$ cat src/rtl/shared_track_arbiter.sv
// Grants one shared single-track section to one of two trains: lowers the barrier,
// grants one train until it exits, then holds a clearance gap before the next grant.
module shared_track_arbiter #(
  parameter int CNT_W       = 8,
  parameter int BARRIER_CYC = 4,
  parameter int CLEAR_CYC   = 3,
  parameter int TIMEOUT_CYC = 50
) (
  input  logic       clk,
  input  logic       reset,
  input  logic       V0,
  input  logic       V1,
  input  logic       E0,
  input  logic       E1,
  output logic       T0,
  output logic       T1,
  output logic       B,
  output logic       fault,
  output logic [1:0] status
);

  typedef enum logic [2:0] {S_IDLE, S_LOWER, S_GRANT, S_CLEAR, S_FAULT} state_t;

  localparam logic [CNT_W-1:0] BAR_LD = CNT_W'(BARRIER_CYC - 1);
  localparam logic [CNT_W-1:0] CLR_LD = CNT_W'(CLEAR_CYC - 1);
  localparam logic [CNT_W-1:0] TO_LD  = CNT_W'(TIMEOUT_CYC - 1);

  state_t           r_state;
  logic [CNT_W-1:0] r_cnt;
  logic             r_sel;
  logic             r_last;
  logic             r_pend0;
  logic             r_pend1;

  logic w_v0, w_v1, w_req0, w_req1, w_pick, w_exit, w_oth_req, w_cnt_zero;

  // The served train is still sitting on its sensors during clearance; ignore it.
  assign w_v0       = V0 & ~((r_state == S_CLEAR) & ~r_sel);
  assign w_v1       = V1 & ~((r_state == S_CLEAR) &  r_sel);
  assign w_req0     = r_pend0 | w_v0;
  assign w_req1     = r_pend1 | w_v1;
  assign w_pick     = (w_req0 & w_req1) ? ~r_last : w_req1;
  assign w_exit     = r_sel ? E1 : E0;
  assign w_oth_req  = r_sel ? w_req0 : w_req1;
  assign w_cnt_zero = (r_cnt == '0);

  always_ff @(posedge clk) begin
    if (reset) begin
      r_state <= S_IDLE;
      r_cnt   <= '0;
      r_sel   <= 1'b0;
      r_last  <= 1'b1;
      r_pend0 <= 1'b0;
      r_pend1 <= 1'b0;
      T0      <= 1'b0;
      T1      <= 1'b0;
      B       <= 1'b0;
      fault   <= 1'b0;
      status  <= 2'b00;
    end else begin
      if (w_v0) r_pend0 <= 1'b1;
      if (w_v1) r_pend1 <= 1'b1;
      case (r_state)
        S_IDLE: begin
          if (w_req0 | w_req1) begin
            r_state <= S_LOWER;
            r_sel   <= w_pick;
            r_cnt   <= BAR_LD;
            B       <= 1'b1;
            status  <= 2'b11;
          end
        end
        S_LOWER: begin
          if (w_cnt_zero) begin
            r_state <= S_GRANT;
            r_last  <= r_sel;
            T0      <= ~r_sel;
            T1      <= r_sel;
            status  <= r_sel ? 2'b10 : 2'b01;
            r_cnt   <= TO_LD;
          end else begin
            r_cnt <= r_cnt - 1'b1;
          end
        end
        S_GRANT: begin
          // Exit wins over a simultaneous timeout; this clear overrides the set above.
          if (w_exit) begin
            r_state <= S_CLEAR;
            T0      <= 1'b0;
            T1      <= 1'b0;
            status  <= 2'b11;
            r_cnt   <= CLR_LD;
            if (r_sel) r_pend1 <= 1'b0;
            else       r_pend0 <= 1'b0;
          end else if (w_cnt_zero) begin
            r_state <= S_FAULT;
            T0      <= 1'b0;
            T1      <= 1'b0;
            fault   <= 1'b1;
            status  <= 2'b11;
          end else begin
            r_cnt <= r_cnt - 1'b1;
          end
        end
        S_CLEAR: begin
          if (w_cnt_zero) begin
            if (w_oth_req) begin
              // Barrier is already down, so hand over without lowering again.
              r_state <= S_GRANT;
              r_sel   <= ~r_sel;
              r_last  <= ~r_sel;
              T0      <= r_sel;
              T1      <= ~r_sel;
              status  <= r_sel ? 2'b01 : 2'b10;
              r_cnt   <= TO_LD;
            end else begin
              r_state <= S_IDLE;
              B       <= 1'b0;
              status  <= 2'b00;
            end
          end else begin
            r_cnt <= r_cnt - 1'b1;
          end
        end
        S_FAULT: ;
        default: r_state <= S_IDLE;
      endcase
    end
  end

endmodule
$ cat config.mk
export PLATFORM = sky130hd
export DESIGN_NAME = shared_track_arbiter
export DESIGN_NICKNAME = d
export VERILOG_FILES = /design/src/rtl/shared_track_arbiter.sv
export SDC_FILE = /design/constraint.sdc
export NUM_CORES = 1
export LEC_CHECK = 0
export CELL_PAD_IN_SITES_DETAIL_PLACEMENT = 1
export CELL_PAD_IN_SITES_GLOBAL_PLACEMENT = 2
export CORE_ASPECT_RATIO = 0.7
export CORE_MARGIN = 3
export CORE_UTILIZATION = 37
export DETAILED_ROUTE_END_ITERATION = 16
export PLACE_DENSITY = 0.85
export SETUP_SLACK_MARGIN = 0.3
export SYNTH_ARGS = -nofsm -noshare
export SYNTH_HDL_FRONTEND = slang
export SYNTH_SLANG_ARGS = --single-unit
$ cat constraint.sdc
create_clock -name clk -period 4.4 [get_ports clk]
set_input_delay 1.1 -clock clk [delete_from_list [all_inputs] [get_ports clk]]
set_output_delay 1.1 -clock clk [all_outputs]
set_load 0.02 [all_outputs]
==> flow_summary_export.csv, run 1 <==
group,metric,value,unit
layout,fin_nets,176,
worst_setup_path,r2r-end,"T1$_SDFFE_PP0P_",
timing,fin_crit_sh,68.9,%
global_route,overflow,0,
clock_tree,cts_resized,0,
worst_setup_path,arrival,3190,ps
timing,slew_headroom,45.1,%
clock_tree,clkTransAtPathRegs,80,ps
floorplan,start_util,40.6,%
floorplan,dieArea,0.00442,mm^2
route,drt_iter0_drc,82,
worst_setup_path,crit_path_start_kind,"primary input",
route,vias,1259,
layout,fin_cells,212,
timing,timing.fmax,0.330,GHz
hold_path,min-delay-start,"r_cnt[5]$_SDFFE_PP0P_",
synth,ys_seq_area_share,31.2,%
synth,synthFlopType,"dfxtp_1",
synth,synth_warnings,0,
hold_path,timing.hold.worst.class,"flip-flop to flip-flop",
job,max_cap_viol_count,0,
timing,hold_violations,0,
worst_setup_path,max_stage_delay,460,ps
floorplan,dieHeight,56.5,um
layout,fillers,410,
clock_tree,cts_tree,"built",
clock_tree,ctsHoldBuffers,0,
synth,synth_area_per_cell,8.54,um^2
layout,antenna_cells,0,
status,status,"finished, final reports clean",
hold_path,min_delay_path_depth,2,
synth,netlist_area,0.00135,mm^2
synth,postSynthCellCount,158,
placement,port_buffers,11,
clock_tree,numCtsBuffers,3,
clock_tree,post-cts-setup-buffers,0,
route,ant_nets,0,
global_route,antenna_found_initial,0,
placement,dp_cells,208,
timing,rsz0062_at_grt,"no",
floorplan,die_w,78.2,um
floorplan,ios,12,
route,drt-pass1-iter-count,4,
timing,tns,0,ps
clock_tree,clk_path_buf_depth,2,
power_and_ir_drop,vdd_drop_max,389,uV
hold_path,min_to,"r_cnt[5]$_SDFFE_PP0P_",
route,drt-total-wl,3770,um
timing,tightestPinTransition,821,ps
floorplan,design.core.area,0.00332,mm^2
synth,syn_nets,168,
worst_setup_path,path_cells,"clkdlybuf4s50_1, or2b_2, a22oi_1, o21ai_2, a221oi_4, mux2_4",
timing,drv_slew,0,
route,drc,0,
worst_setup_path,r2r_start,"r_state[2]$_SDFFE_PP0P_",
worst_setup_path,cp.buffers_inverters,1,
layout,syn2layout_area_growth,10.0,%
synth,ys_seq_elements,21,
worst_setup_path,critPathSlowestCell,"a22oi_1",
power_and_ir_drop,p_per_area,806,mW/mm^2
worst_setup_path,critPathCaptureType,"flip-flop",
power_and_ir_drop,power.leakage,0.550,nW
timing,skew,1.74,ps
placement,dpl.hpwl,2860,um
clock_tree,root_buffer,"clkbuf_8",
synth,ys_types,46,
route,routed_via_density,5.94,
clock_tree,clk_latency,260,ps
worst_setup_path,reg2reg_depth,9,
floorplan,rows,17,
worst_setup_path,path_class,"primary input to flip-flop",
layout,drive_above_1_share,9.70,%
global_route,grt_usage,18.4,%
worst_setup_path,crit_fanout,5,
timing,setup_viol,0,
synth,synth_edf_count,0,
worst_setup_path,r2r_slack,1410,ps
placement,place.gp.congestion,0.868,
global_route,grt_first_pass_wirelength,6420,um
clock_tree,cts_sinks,21,
clock_tree,htreeDepth,1,
synth,async_reset_ff_share,0,%
timing,fin_crit,3030,ps
worst_setup_path,critical-path-top-delay-family,"compound AO/OA/AOI/OAI gates",
global_route,grt_max_degree,23,
route,wl_per_cell,17.8,um
worst_setup_path,worstPathRequired,4560,ps
global_route,grt_pass1_vias,1223,
[state kept, by name (all words and copies together) (netlist names)]
| register | cells |
|---|---|
| B | 1 |
| T0 | 1 |
| T1 | 1 |
| fault | 1 |
| r_cnt | 8 |
| r_last | 1 |
| r_pend0 | 1 |
| r_pend1 | 1 |
| r_sel | 1 |
| r_state | 3 |
| status | 2 |
[how the worst max path moves through the flow]
| stage | endpoint | cells after the start | startpoint |
|---|---|---|---|
| 2_1_floorplan | T1$_SDFFE_PP0P_ | 5 | V1 |
| 3_3_place_gp | T1$_SDFFE_PP0P_ | 6 | V1 |
| 3_5_place_dp | T1$_SDFFE_PP0P_ | 6 | V1 |
| 4_1_cts | T1$_SDFFE_PP0P_ | 6 | V1 |
| 5_1_grt | r_cnt[4]$_SDFFE_PP0P_ | 9 | r_state[2]$_SDFFE_PP0P_ |
| 6_report | T1$_SDFFE_PP0P_ | 6 | V1 |
[synth_stat cells (4+ instances only)]
master    count  area [um^2]
dfxtp_1      21          420
a21oi_1      16         80.1
inv_1         8         30.0
nand2b_1      6         37.5
a311oi_1      7         61.3
nor2b_1       4         25.0
a211oi_1      4         30.0
ha_1          4         50.1
buf_6         5         56.3
nand2_1       8         30.0
nor2_1       15         56.3
nor3_1        8         40.0
nand3_1       5         25.0
o21ai_0       7         35.0
[per-stage QoR]
| stage | total power [mW] | hold WS [ps] | setup slack (ps) | util (%) | instance area [um^2] |
|---|---|---|---|---|---|
| 4_1_cts | 1.19 | 494 | 1410 | 44.7 | 1480 |
| 5_1_grt | 1.30 | 527 | 1220 | 44.7 | 1480 |
| 3_5_place_dp | 1.06 | 483 | 1130 | 43.4 | 1440 |
| 2_1_floorplan | 0.904 | 454 | 1810 | - | 1350 |
| 3_3_place_gp | 1.04 | 461 | 1100 | 43.4 | 1440 |
| 6_report | 1.20 | 492 | 1370 | 44.7 | 1480 |
[power by group]
group          switching (mW)  internal [mW]
Sequential              0.103          0.261
Clock                  0.0666         0.0647
Combinational           0.428          0.272
[final cells by class]
class / count / area (um^2) / share of cell area [%]
inverter: 8 / 30.0 / 2.02
timing repair buffer: 11 / 110 / 7.42
sequential: 21 / 420 / 28.3
multi-input combinational: 121 / 820 / 55.2
tap: 47 / 58.8 / 3.96
clock buffer: 4 / 45.0 / 3.04
[layout by cell type (no fill, tap or decap), types with 2 or more instances in the layout]
| cell | n |
|---|---|
| dfxtp_1 | 21 |
| ha_1 | 4 |
| nand3_1 | 5 |
| or2_2 | 2 |
| mux2i_1 | 2 |
| nand2_1 | 8 |
| nor3_1 | 8 |
| o311ai_0 | 2 |
| a311oi_1 | 7 |
| nor2b_1 | 4 |
| nand2b_1 | 6 |
| a21oi_1 | 16 |
| a41oi_1 | 2 |
| clkdlybuf4s50_1 | 11 |
| or3_1 | 2 |
| a22oi_1 | 2 |
| clkbuf_8 | 3 |
| o31ai_1 | 2 |
| or2b_2 | 2 |
| inv_1 | 8 |
| a211oi_1 | 4 |
| nor2_1 | 15 |
| o21ai_0 | 7 |
[layer usage]
layer / GRT usage [%] / part of all wire [%] / up-vias
li1: - / - / 602
met1: 28.9 / 53 / 626
met2: 24.6 / 41 / 29
met3: 4.65 / 5.1 / 2
met4: 3.74 / 0.45 / 0
met5: 0 / 0 / -
[worst reg2reg max path, cell delays in order, from the launching register on]
cell and delay, ps:
dfxtp_1 530, nor2b_1 210, nand2_1 200, inv_1 100, ha_1 200, or2b_2 340, a22oi_1 460, o21ai_2 130
a221oi_4 390, mux2_4 330
[cell families after synthesis]
group                      Yosys count  synth area share, %
adders and majority gates            4                 3.71
AOI/OAI and AO/OA                   54                 29.0
buffers and inverters               16                 8.07
DFF                                 21                 31.2
and+or+nand+nor                     59                 23.7
muxes                                4                 4.27
Power figures use the tool's default switching activity.
==> run 2: changes to the inputs <==
--- a/config.mk
+++ b/config.mk
@@ -9,9 +9,9 @@
 export CELL_PAD_IN_SITES_GLOBAL_PLACEMENT = 2
 export CORE_ASPECT_RATIO = 0.7
 export CORE_MARGIN = 3
-export CORE_UTILIZATION = 37
+export CORE_UTILIZATION = 34
 export DETAILED_ROUTE_END_ITERATION = 16
-export PLACE_DENSITY = 0.85
+export PLACE_DENSITY = 0.79
 export SETUP_SLACK_MARGIN = 0.3
 export SYNTH_ARGS = -nofsm -noshare
 export SYNTH_HDL_FRONTEND = slang
==> constraint.sdc (replaced) <==
create_clock -name clk -period 2.8 [get_ports clk]
set_input_delay 0.7 -clock clk [delete_from_list [all_inputs] [get_ports clk]]
set_output_delay 0.7 -clock clk [all_outputs]
set_load 0.02 [all_outputs]
==> run 2 against run 1 <==
Net effect:
- global-route usage rose by 0.49 points
- worst hold slack got worse by 1.8 ps
- clock skew barely moved
- critical endpoint unchanged
- combinational power rose by 75%
- largest power group unchanged
- largest cell class unchanged
==> flow_summary_export.csv, run 2 (synthesis results as in run 1) <==
group,metric,value,unit
clock_tree,cts_tree,"built",
layout,multi_input_area,826,um^2
layout,fillers,454,
worst_setup_path,crit_path_start_kind,"flip-flop",
route,ant_nets,0,
route,drc,0,
clock_tree,clk_path_buf_depth,2,
timing,fin_crit_sh,85.8,%
timing,rsz0062_at_grt,"yes",
power_and_ir_drop,power,1.95,mW
floorplan,ios,12,
route,drt-pass1-iter-count,4,
global_route,grt-busiest-layer,"met2",
placement,port_buffers,11,
clock_tree,ctsHoldBuffers,0,
clock_tree,clkTransAtPathRegs,80,ps
layout,fin_nets,187,
floorplan,rows,18,
power_and_ir_drop,vdd_drop_max,358,uV
layout,regArea,420,um^2
timing,hold_violations,0,
global_route,grtUsageMet2,28.4,%
route,drt_iter0_drc,69,
layout,largest_register_ffs,8,
global_route,grt_use_met1,28.3,%
global_route,antenna_found_initial,0,
layout,syn2layout_area_growth,16.9,%
route,drt-total-wl,4180,um
clock_tree,numCtsBuffers,3,
global_route,grt_first_pass_wirelength,6820,um
layout,layout_common_cells,"21 x dfxtp_1, 16 x a21oi_1, 15 x nor2_1, 11 x clkdlybuf4s50_1, 11 x buf_4",
worst_setup_path,critPathSlowestCell,"a221oi_4",
route,routed_via_density,5.70,
placement,dp_slack,84.6,ps
timing,setup_slack,398,ps
timing,fin_crit,2400,ps
floorplan,design.core.area,0.00367,mm^2
clock_tree,cts_sinks,21,
floorplan,dieHeight,58.7,um
clock_tree,root_buffer,"clkbuf_8",
layout,top_register,"r_cnt",
global_route,grt_pass1_vias,1300,
timing,slew_headroom,52.2,%
global_route,overflow,0,
worst_setup_path,path_cells,"nor2b_1, nand2_1, inv_1, ha_1, or2b_2, a22oi_2, o21ai_2, a221oi_4, mux2_4",
worst_setup_path,critical-path-top-delay-family,"compound AO/OA/AOI/OAI gates",
worst_setup_path,cp.buffers_inverters,1,
power_and_ir_drop,p_per_area,1240,mW/mm^2
worst_setup_path,crit_fanout,5,
floorplan,die_w,81.3,um
floorplan,start_util,36.7,%
clock_tree,clk_latency,260,ps
layout,fin_cells,226,
worst_setup_path,worstPathRequired,2950,ps
timing,skew,2.10,ps
timing,setup_viol,0,
worst_setup_path,path_class,"flip-flop to flip-flop",
timing,timing.fmax,0.416,GHz
layout,post-route-util,42.9,%
timing,tightestPinTransition,718,ps
power_and_ir_drop,power.leakage,0.605,nW
worst_setup_path,arrival,2550,ps
floorplan,dieArea,0.00477,mm^2
clock_tree,htreeDepth,1,
timing,tns,0,ps
clock_tree,post-cts-setup-buffers,0,
layout,drive_above_1_share,16.5,%
global_route,use_met3,3.82,%
placement,dp_cells,222,
route,wl_per_cell,18.5,um
clock_tree,cts_resized,0,
layout,antenna_cells,0,
global_route,grt_max_degree,15,
worst_setup_path,max_stage_delay,370,ps
layout,final_common_cell,"dfxtp_1",
route,vias,1288,
placement,dpl.hpwl,3190,um
global_route,grt_usage,18.9,%
hold_path,timing.hold.worst.class,"flip-flop to flip-flop",
job,max_cap_viol_count,0,
status,status,"finished, final reports clean",
layout,top_regs,"r_cnt: 8 flops, r_state: 3 flops, status: 2 flops",
placement,place.gp.congestion,0.942,
timing,drv_slew,0,
worst_setup_path,critPathCaptureType,"flip-flop",
[run 2: through the flow]
step | instance area [um^2] | hold WS (ps)
CTS | 1570 | 498
global route | 1580 | 548
finish | 1580 | 490
detailed placement | 1530 | 475
floorplan | 1350 | 454
global placement | 1530 | 466
[run 2: final cells by class]
type                            count  area share [%]
Timing Repair Buffer               22            12.2
Tap cell                           50            3.97
Clock buffer                        4            2.86
Sequential cell                    21            26.7
Inverter                            8            1.90
Multi-Input combinational cell    121            52.4
[run 2: final timing paths]
check / from / endpoint / slack (ps) / depth (start not counted)
worst max-delay path: r_state[1]$_SDFFE_PP0P_ / T1$_SDFFE_PP0P_ / 400 / 9
worst min-delay path: T0$_SDFFE_PP0P_ / T0$_SDFFE_PP0P_ / 490 / 2
worst max register to register: r_state[1]$_SDFFE_PP0P_ / T1$_SDFFE_PP0P_ / 400 / 9
worst min register to register: T0$_SDFFE_PP0P_ / T0$_SDFFE_PP0P_ / 490 / 2
[run 2: where the power goes]
part	total, mW	internal [mW]	switching [mW]
Sequential	0.522	0.410	0.111
Clock	0.199	0.101	0.0975
Combinational	1.23	0.480	0.748
Total	1.95	0.992	0.957
[run 2: tightest hold or removal path, stage by stage, from the launching register on]
cell	delay, ps
dfxtp_1	320
nand2b_1	70
mux2i_1	60
[run 2: layer usage]
layer | routed length (um) | up-vias
li1 | - | 624
met1 | 2150 | 631
met2 | 1850 | 31
met3 | 163 | 2
met4 | 17 | 0
met5 | 0 | -
==> run 3: changes to the inputs <==
==> constraint.sdc (replaced) <==
create_clock -name clk -period 2.6 [get_ports clk]
set_input_delay 0.65 -clock clk [delete_from_list [all_inputs] [get_ports clk]]
set_output_delay 0.65 -clock clk [all_outputs]
set_load 0.02 [all_outputs]
==> run 3 against run 2 <==
Net effect:
- first-iteration DRC count increased by 41%
- sequential cell count unchanged
- count of clock-buffer cells in the layout unchanged
- register-to-register slack barely moved
- combinational power up 15%
- design area grew 5.3%
- critical path type unchanged
- die area unchanged
- highest routed layer unchanged
- sequential power increased by 5.4%
- worst hold slack worse by 5.0 ps
- sequential share of layout area shrank 1.3 points
==> flow_summary_export.csv, run 3 (synthesis results as in run 1) <==
group,metric,value,unit
status,status,"finished, final reports clean",
route,drt_iter0_drc,97,
route,drt-pass1-iter-count,4,
layout,syn2layout_area_growth,23.1,%
layout,multi_input_area,852,um^2
clock_tree,clk_path_buf_depth,2,
worst_setup_path,path_class,"flip-flop to flip-flop",
worst_setup_path,crit_path_start_kind,"flip-flop",
global_route,grt_first_pass_wirelength,6670,um
worst_setup_path,path_cells,"nor2b_1, nand2_1, inv_2, ha_1, or2b_4, a22oi_2, o21ai_2, a221oi_4, mux2_4",
layout,fin_nets,193,
global_route,grt_max_degree,15,
route,wl_per_cell,17.6,um
floorplan,rows,18,
global_route,grt_usage,18.2,%
worst_setup_path,cp.buffers_inverters,1,
global_route,grt_pass1_vias,1336,
placement,port_buffers,11,
floorplan,dieArea,0.00477,mm^2
placement,dpl.hpwl,3060,um
power_and_ir_drop,power.leakage,0.642,nW
worst_setup_path,max_stage_delay,320,ps
hold_path,timing.hold.worst.class,"flip-flop to flip-flop",
power_and_ir_drop,vdd_drop_max,395,uV
floorplan,start_util,36.7,%
clock_tree,htreeDepth,1,
route,routed_via_density,5.85,
timing,drv_slew,0,
floorplan,design.core.area,0.00367,mm^2
timing,timing.fmax,0.455,GHz
layout,fin_cells,232,
timing,slew_headroom,63.5,%
route,ant_nets,0,
route,drt-total-wl,4080,um
worst_setup_path,critical-path-top-delay-family,"compound AO/OA/AOI/OAI gates",
hold_path,min_delay_path_depth,2,
timing,hold_violations,0,
route,vias,1357,
worst_setup_path,critPathCaptureType,"flip-flop",
layout,regArea,420,um^2
timing,skew,4.05,ps
timing,tns,0,ps
global_route,antenna_found_initial,0,
worst_setup_path,worstPathRequired,2760,ps
global_route,overflow,0,
placement,dp_cells,226,
layout,layout_common_cells,"21 x dfxtp_1, 16 x buf_4, 15 x nor2_1, 15 x a21oi_1, 11 x clkdlybuf4s50_1",
power_and_ir_drop,p_per_area,1320,mW/mm^2
placement,place.gp.congestion,0.932,
timing,tightestPinTransition,543,ps
layout,final_common_cell,"dfxtp_1",
layout,antenna_cells,0,
job,max_cap_viol_count,0,
worst_setup_path,critPathSlowestCell,"dfxtp_1",
clock_tree,cts_sinks,21,
floorplan,dieHeight,58.7,um
route,drc,0,
clock_tree,numCtsBuffers,3,
layout,largest_register_ffs,8,
layout,fillers,442,
clock_tree,clk_latency,270,ps
timing,setup_viol,0,
clock_tree,root_buffer,"clkbuf_8",
layout,top_regs,"r_cnt: 8 flops, r_state: 3 flops, status: 2 flops",
layout,top_register,"r_cnt",
layout,drive_above_1_share,21.4,%
worst_setup_path,crit_cells,9,
timing,fin_crit,2200,ps
timing,rsz0062_at_grt,"no",
floorplan,die_w,81.3,um
worst_setup_path,crit_fanout,5,
worst_setup_path,reg2reg_depth,9,
clock_tree,clkTransAtPathRegs,80,ps
clock_tree,cts_tree,"built",
worst_setup_path,arrival,2360,ps
timing,fin_crit_sh,84.6,%
floorplan,ios,12,
-- run 3: changes by cell type in the layout (fill, tap and decap cells not counted), sizes merged --
| cell | change |
|---|---|
| buf | +6 |
-- run 3: tightest hold or removal path, stage by stage, from the launching register on --
cell and delay (ps):
dfxtp_1 320, nand2b_1 60, mux2i_1 60
-- run 3: cell type report --
cell class / instances / area share (%)
Inverter: 8 / 1.81
Sequential cell: 21 / 25.3
Timing Repair Buffer: 28 / 15.1
Tap cell: 50 / 3.77
Clock buffer: 4 / 2.71
Multi-Input combinational cell: 121 / 51.3
-- run 3: path summary, 6_finish.rpt --
path                                         startpoint              end  slack (ps)
worst max-delay path            r_state[1]$_SDFFE_PP0P_  T1$_SDFFE_PP0P_         400
worst min-delay path                    T0$_SDFFE_PP0P_  T0$_SDFFE_PP0P_         490
worst max register to register  r_state[1]$_SDFFE_PP0P_  T1$_SDFFE_PP0P_         400
worst min register to register          T0$_SDFFE_PP0P_  T0$_SDFFE_PP0P_         490
-- run 3: where the power goes --
part / internal, mW / switching, mW / leakage [nW]
Clock: 0.110 / 0.114 / 0.0228
Sequential: 0.441 / 0.109 / 0.173
Combinational: 0.589 / 0.829 / 0.446
-- run 3: per-layer routing --
| metal | GRT usage, % | routed length [um] |
|---|---|---|
| met1 | 26.7 | 1950 |
| met2 | 24.6 | 1750 |
| met3 | 7.65 | 345 |
| met4 | 3.86 | 37 |
| met5 | 0 | 0 |
-- run 3: per-stage QoR --
| stage | hold slack, ps | area [um^2] | power (mW) | util [%] | setup slack [ps] |
|---|---|---|---|---|---|
| 2_1_floorplan | 454 | 1350 | 1.53 | - | 375 |
| 5_1_grt | 523 | 1660 | 2.37 | 45.2 | 297 |
| 3_5_place_dp | 480 | 1570 | 1.92 | 42.8 | 49.3 |
| 4_1_cts | 498 | 1620 | 2.16 | 44.2 | 293 |
| 6_report | 485 | 1660 | 2.19 | 45.2 | 401 |
| 3_3_place_gp | 452 | 1570 | 1.89 | 42.8 | 95.2 |
-- run 3: timing repair --
item | 4_1_cts | 5_1_grt
pin swaps | 0 | 3
endpoints found under the hold margin | 0 | 0
buffers inserted | 0 | 2
resized for setup | 1 | 6
hold buffers | 0 | 0
setup endpoints to repair | 1 | 8
